==> config.mk <==
export PLATFORM = sky130hd
export DESIGN_NAME = mxint_fifo_flat
export DESIGN_NICKNAME = d
export VERILOG_FILES = /design/src/rtl/mxint_fifo_if.sv /design/src/rtl/mxint_fifo.sv /design/src/flat_wrapper.sv
export SDC_FILE = /design/constraint.sdc
export NUM_CORES = 1
export LEC_CHECK = 0
export CAP_MARGIN = 10
export CORE_MARGIN = 2
export CORE_UTILIZATION = 57
export DETAILED_ROUTE_END_ITERATION = 8
export PLACE_DENSITY = 0.81
export SYNTH_ARGS = -nofsm -noshare
export SYNTH_HDL_FRONTEND = slang
export SYNTH_SLANG_ARGS = --single-unit
==> constraint.sdc <==
create_clock -name clk -period 4.9 [get_ports clk]
set_input_delay 0.49 -clock clk [delete_from_list [all_inputs] [get_ports clk]]
set_output_delay 0.49 -clock clk [all_outputs]
set_load 0.05 [all_outputs]
==> src/rtl/mxint_fifo_if.sv <==
// Bundles the MXINT block stream into and out of the FIFO, plus its occupancy status.
// master drives blocks in and accepts them out; slave is the FIFO side.
interface mxint_fifo_if #(
    parameter int DATA_PRECISION_0 = 8,
    parameter int DATA_PRECISION_1 = 8,
    parameter int IN_NUM           = 6,
    parameter int DEPTH            = 4
);
    localparam int CNT_W = $clog2(DEPTH + 1);

    logic [DATA_PRECISION_0-1:0] mdata_in  [IN_NUM];
    logic [DATA_PRECISION_1-1:0] edata_in;
    logic                        data_in_valid;
    logic                        data_in_ready;
    logic [DATA_PRECISION_0-1:0] mdata_out [IN_NUM];
    logic [DATA_PRECISION_1-1:0] edata_out;
    logic                        data_out_valid;
    logic                        data_out_ready;
    logic [CNT_W-1:0]            count;
    logic                        almost_full;

    modport master (
        output mdata_in, edata_in, data_in_valid, data_out_ready,
        input  data_in_ready, mdata_out, edata_out, data_out_valid, count, almost_full
    );

    modport slave (
        input  mdata_in, edata_in, data_in_valid, data_out_ready,
        output data_in_ready, mdata_out, edata_out, data_out_valid, count, almost_full
    );
endinterface

==> src/rtl/mxint_fifo.sv <==
// First-word-fall-through FIFO of MXINT blocks (IN_NUM mantissas + shared exponent); 1-cycle latency.
// Ready/valid depend only on registered occupancy: ready low when full, valid low when empty.
module mxint_fifo #(
    parameter int DATA_PRECISION_0  = 8,
    parameter int DATA_PRECISION_1  = 8,
    parameter int IN_NUM            = 6,
    parameter int DEPTH             = 4,
    parameter int ALMOST_FULL_LEVEL = DEPTH - 1
) (
    input logic         clk,
    input logic         rst,
    mxint_fifo_if.slave bus
);
    localparam int PTR_W = $clog2(DEPTH);
    localparam int CNT_W = $clog2(DEPTH + 1);

    logic [DATA_PRECISION_0-1:0] mant_mem [DEPTH][IN_NUM];
    logic [DATA_PRECISION_1-1:0] exp_mem  [DEPTH];
    logic [PTR_W-1:0]            wr_ptr;
    logic [PTR_W-1:0]            rd_ptr;
    logic [CNT_W-1:0]            count;
    logic                        push;
    logic                        pop;

    assign bus.data_in_ready  = (count != CNT_W'(DEPTH));
    assign bus.data_out_valid = (count != '0);
    assign bus.count          = count;
    assign bus.almost_full    = (count >= CNT_W'(ALMOST_FULL_LEVEL));

    assign push = bus.data_in_valid  && bus.data_in_ready;
    assign pop  = bus.data_out_valid && bus.data_out_ready;

    // Head is read straight out of storage, so a push into an empty FIFO shows up after the edge.
    assign bus.edata_out = exp_mem[rd_ptr];
    for (genvar i = 0; i < IN_NUM; i++) begin : g_out
        assign bus.mdata_out[i] = mant_mem[rd_ptr][i];
    end

    always_ff @(posedge clk or negedge rst) begin
        if (!rst) begin
            for (int d = 0; d < DEPTH; d++) begin
                exp_mem[d] <= '0;
                for (int i = 0; i < IN_NUM; i++) begin
                    mant_mem[d][i] <= '0;
                end
            end
        end else if (push) begin
            exp_mem[wr_ptr] <= bus.edata_in;
            for (int i = 0; i < IN_NUM; i++) begin
                mant_mem[wr_ptr][i] <= bus.mdata_in[i];
            end
        end
    end

    always_ff @(posedge clk or negedge rst) begin
        if (!rst) begin
            wr_ptr <= '0;
            rd_ptr <= '0;
            count  <= '0;
        end else begin
            if (push) begin
                wr_ptr <= (wr_ptr == PTR_W'(DEPTH - 1)) ? '0 : wr_ptr + PTR_W'(1);
            end
            if (pop) begin
                rd_ptr <= (rd_ptr == PTR_W'(DEPTH - 1)) ? '0 : rd_ptr + PTR_W'(1);
            end
            case ({push, pop})
                2'b10:   count <= count + CNT_W'(1);
                2'b01:   count <= count - CNT_W'(1);
                default: count <= count;
            endcase
        end
    end
endmodule

==> src/flat_wrapper.sv <==
// flat-port wrapper written by rule: the top's interface ports become plain ports
module mxint_fifo_flat 
#(
    parameter int DATA_PRECISION_0  = 8,
    parameter int DATA_PRECISION_1  = 8,
    parameter int IN_NUM            = 6,
    parameter int DEPTH             = 4,
    parameter int ALMOST_FULL_LEVEL = DEPTH - 1
)
  (clk, rst, bus_mdata_in, bus_edata_in, bus_data_in_valid, bus_data_out_ready, bus_data_in_ready, bus_mdata_out, bus_edata_out, bus_data_out_valid, bus_count, bus_almost_full);
  mxint_fifo_if #(.DATA_PRECISION_0(DATA_PRECISION_0), .DATA_PRECISION_1(DATA_PRECISION_1), .IN_NUM(IN_NUM), .DEPTH(DEPTH)) bus_i ();
  input logic clk;
  input logic rst;
  input wire logic [$bits(bus_i.mdata_in)-1:0] bus_mdata_in;
  input wire logic [$bits(bus_i.edata_in)-1:0] bus_edata_in;
  input wire logic [$bits(bus_i.data_in_valid)-1:0] bus_data_in_valid;
  input wire logic [$bits(bus_i.data_out_ready)-1:0] bus_data_out_ready;
  output wire logic [$bits(bus_i.data_in_ready)-1:0] bus_data_in_ready;
  output wire logic [$bits(bus_i.mdata_out)-1:0] bus_mdata_out;
  output wire logic [$bits(bus_i.edata_out)-1:0] bus_edata_out;
  output wire logic [$bits(bus_i.data_out_valid)-1:0] bus_data_out_valid;
  output wire logic [$bits(bus_i.count)-1:0] bus_count;
  output wire logic [$bits(bus_i.almost_full)-1:0] bus_almost_full;
  assign bus_i.mdata_in = {>>{bus_mdata_in}};
  assign bus_i.edata_in = bus_edata_in;
  assign bus_i.data_in_valid = bus_data_in_valid;
  assign bus_i.data_out_ready = bus_data_out_ready;
  assign bus_data_in_ready = bus_i.data_in_ready;
  assign bus_mdata_out = {>>{bus_i.mdata_out}};
  assign bus_edata_out = bus_i.edata_out;
  assign bus_data_out_valid = bus_i.data_out_valid;
  assign bus_count = bus_i.count;
  assign bus_almost_full = bus_i.almost_full;
  mxint_fifo #(.DATA_PRECISION_0(DATA_PRECISION_0), .DATA_PRECISION_1(DATA_PRECISION_1), .IN_NUM(IN_NUM), .DEPTH(DEPTH), .ALMOST_FULL_LEVEL(ALMOST_FULL_LEVEL)) u_core (.clk(clk), .rst(rst), .bus(bus_i));
endmodule
==> flow_summary.json <==
{
  "status": "complete, no violations",
  "wirelength_mm": 22.3,
  "clockBufferDepth": 3,
  "via_count": 5614,
  "syn_nets": 649,
  "tightestPinTransition_ns": 1.16,
  "firstDrtPassIters": 4,
  "nNetsFinal": 768,
  "startpoint": "u_core.rd_ptr[0]",
  "synthCells": 582,
  "r2r_start": "u_core.bus.count[2]",
  "drt_iter0_drc": 259,
  "rsz0062_at_grt": "false",
  "dieHeight_um": 142,
  "hold_buffers": 0,
  "cts_resized": 0,
  "max_stage_delay_ns": 0.97,
  "slew_headroom_pct": 22.7,
  "ys_seq_elements": 231,
  "antenna_found_initial": 1,
  "rows": 50,
  "grt.total_usage_pct": 22.8,
  "synth_edf_count": 0,
  "maxSlewViolCount": 0,
  "io_pins": 122,
  "use_met3_pct": 4.37,
  "initial_utilization_pct": 58.2,
  "grt_max_degree": 148,
  "yosysWarnings": 0,
  "grtUsageMet1_pct": 32.7,
  "setup_tns_ns": 0,
  "worst_setup_path_end_kind": "primary output",
  "io_buffers": 121,
  "start_kind": "flop",
  "cp_num_buf_inv": 2,
  "path_clk_slew_ns": 0.06,
  "finalSetupViolCount": 0,
  "drive_gt1_share_pct": 46.9,
  "hold_viol": 0,
  "cts_buffers": 26,
  "grt_pass1_wl_mm": 35.9,
  "grt_use_met2_pct": 37.3,
  "die_area_um2": 20300,
  "crit_type": "flop to primary output",
  "route.antenna.remaining_nets": 0,
  "cts_tree": "yes",
  "clkSinkCount": 231,
  "min_path_type": "input pin to asynchronous set/reset pin",
  "crit_chain": "buf_4 > mux4_2 > clkdlybuf4s50_1",
  "vias_per_cell": 5.90,
  "die_w_um": 142,
  "place_hpwl_mm": 13.3,
  "drc": 0,
  "holdWs_ns": 0.129,
  "syn_avg_cell_area_um2": 18.8,
  "gp_congestion": 0.729,
  "finalNonFillerCells": 952,
  "coreArea_um2": 18800,
  "ys_seq_area_share_pct": 52.9,
  "placed_cells": 907,
  "async_reset_ff_share_pct": 100,
  "grt_pass1_vias": 6328,
  "max_freq_ghz": 0.275,
  "cp.arrival_ns": 3.14,
  "cts_setup_buffers": 0,
  "min_period_ns": 3.63,
  "synth.distinct_cells": 22,
  "wl_per_cell_um": 23.4,
  "skew_ns": 0.0117,
  "grt_overflow": 0,
  "cp_top_family": "buffers and inverters",
  "crit_required_ns": 4.41,
  "critPathMaxFanout": 41,
  "maxCapViolCount": 0,
  "synth_ff_type": "dfrtp_1",
  "area_growth_syn_to_layout_pct": 17.7,
  "insertion_delay_ns": 0.52,
  "htreeDepth": 1,
  "top_usage_layer": "met2",
  "syn_area_um2": 10900,
  "slowest_stage": "dfrtp_4",
  "cts_root_buffer": "clkbuf_16",
  "post-route-period-util_pct": 74.1
}
final cells by class:
class	instances	area, um^2
clock buffers	39	771
diodes	1	2.50
fillers	1222	5920
repair buffers	129	1280
clock inverters	5	50.0
well taps	234	293
inverters	6	22.5
multi-input cells	307	4650
flip-flops and latches	231	5790
cells in the mapped netlist (all sizes together) (2+ instances only):
| cell | instances | area, um^2 |
|---|---|---|
| dfrtp | 231 | 5780 |
| mux2 | 228 | 3170 |
| mux4 | 56 | 1260 |
| buf | 32 | 445 |
| clkbuf | 6 | 22.5 |
| ha | 6 | 75.1 |
| inv | 6 | 22.5 |
| and3 | 4 | 45.0 |
| nor2 | 3 | 11.3 |
| nand2 | 2 | 7.51 |
| xor2 | 2 | 17.5 |
placed cells by master, fill, tap and decap left out:
cell type	synthesis	layout
a21o_1	1	1
and3_4	4	4
buf_4	0	8
buf_8	4	1
bufinv_16	0	1
clkbuf_1	6	7
clkbuf_16	0	27
clkbuf_8	0	5
clkdlybuf4s50_1	0	120
clkinv_2	0	4
dfrtp_1	231	229
dfrtp_2	0	1
dfrtp_4	0	1
diode_2	0	1
fa_1	1	1
ha_1	6	6
inv_1	6	6
mux2_2	68	68
mux2_4	160	160
mux2i_1	1	1
mux4_2	56	56
nand2_1	2	2
nor2_1	3	3
or3_1	1	1
or3b_1	1	1
xnor2_1	1	1
xor2_1	2	2
metal layers:
metal,vias to the layer above,part of all wire [%]
li1,2385,-
met1,3055,44
met2,154,50
met3,20,5.2
met4,0,1.3
met5,-,0
path summary, 6_finish.rpt:
| kind | slack, ns | cells past startpoint | endpoint |
|---|---|---|---|
| setup / recovery | 1.27 | 3 | bus_mdata_out[46] |
| hold / removal | 0.13 | 1 | u_core.mant_mem[149] |
| setup reg to reg | 2.38 | 4 | u_core.mant_mem[119] |
| hold reg to reg | 0.50 | 1 | u_core.mant_mem[71] |
| max in group asynchronous | 3.55 | 2 | u_core.mant_mem[115] |
| min in group clk | 0.50 | 1 | u_core.mant_mem[71] |
worst register-to-register path, stage by stage (launching register included):
cell and delay (ns):
dfrtp_1 0.42, or3b_1 0.32, and3_4 0.79, buf_4 0.50
mux2_2 0.39
logic make-up after synthesis:
kind of cell             after synthesis  synth area share [%]
multiplexers                         285                  40.7
flip-flops                           231                  52.9
buffers and inverters                 44                  4.49
AND/OR/NAND/NOR                       11                 0.722
adder cells (fa/ha/maj)                7                 0.871
XOR/XNOR                               3                 0.241
AO/OA/AOI/OAI                          1                0.0688
metrics by stage:
step	util, %	setup WS, ns	instance area (um^2)
after floorplan	-	2.45	10900
after global placement	64.1	1.74	12000
after detailed placement	64.1	1.73	12000
after CTS	68.4	1.19	12800
after global routing	68.4	1.07	12800
final	68.5	1.27	12800
state kept, by name (all words and copies together) (netlist names):
register and flops:
u_core.mant_mem 192, u_core.exp_mem 32, u_core.bus.count 3, u_core.rd_ptr 2, u_core.wr_ptr 2
Power is not shown: default switching activity piles up to over one toggle a cycle in this logic, so the estimate is an artifact.
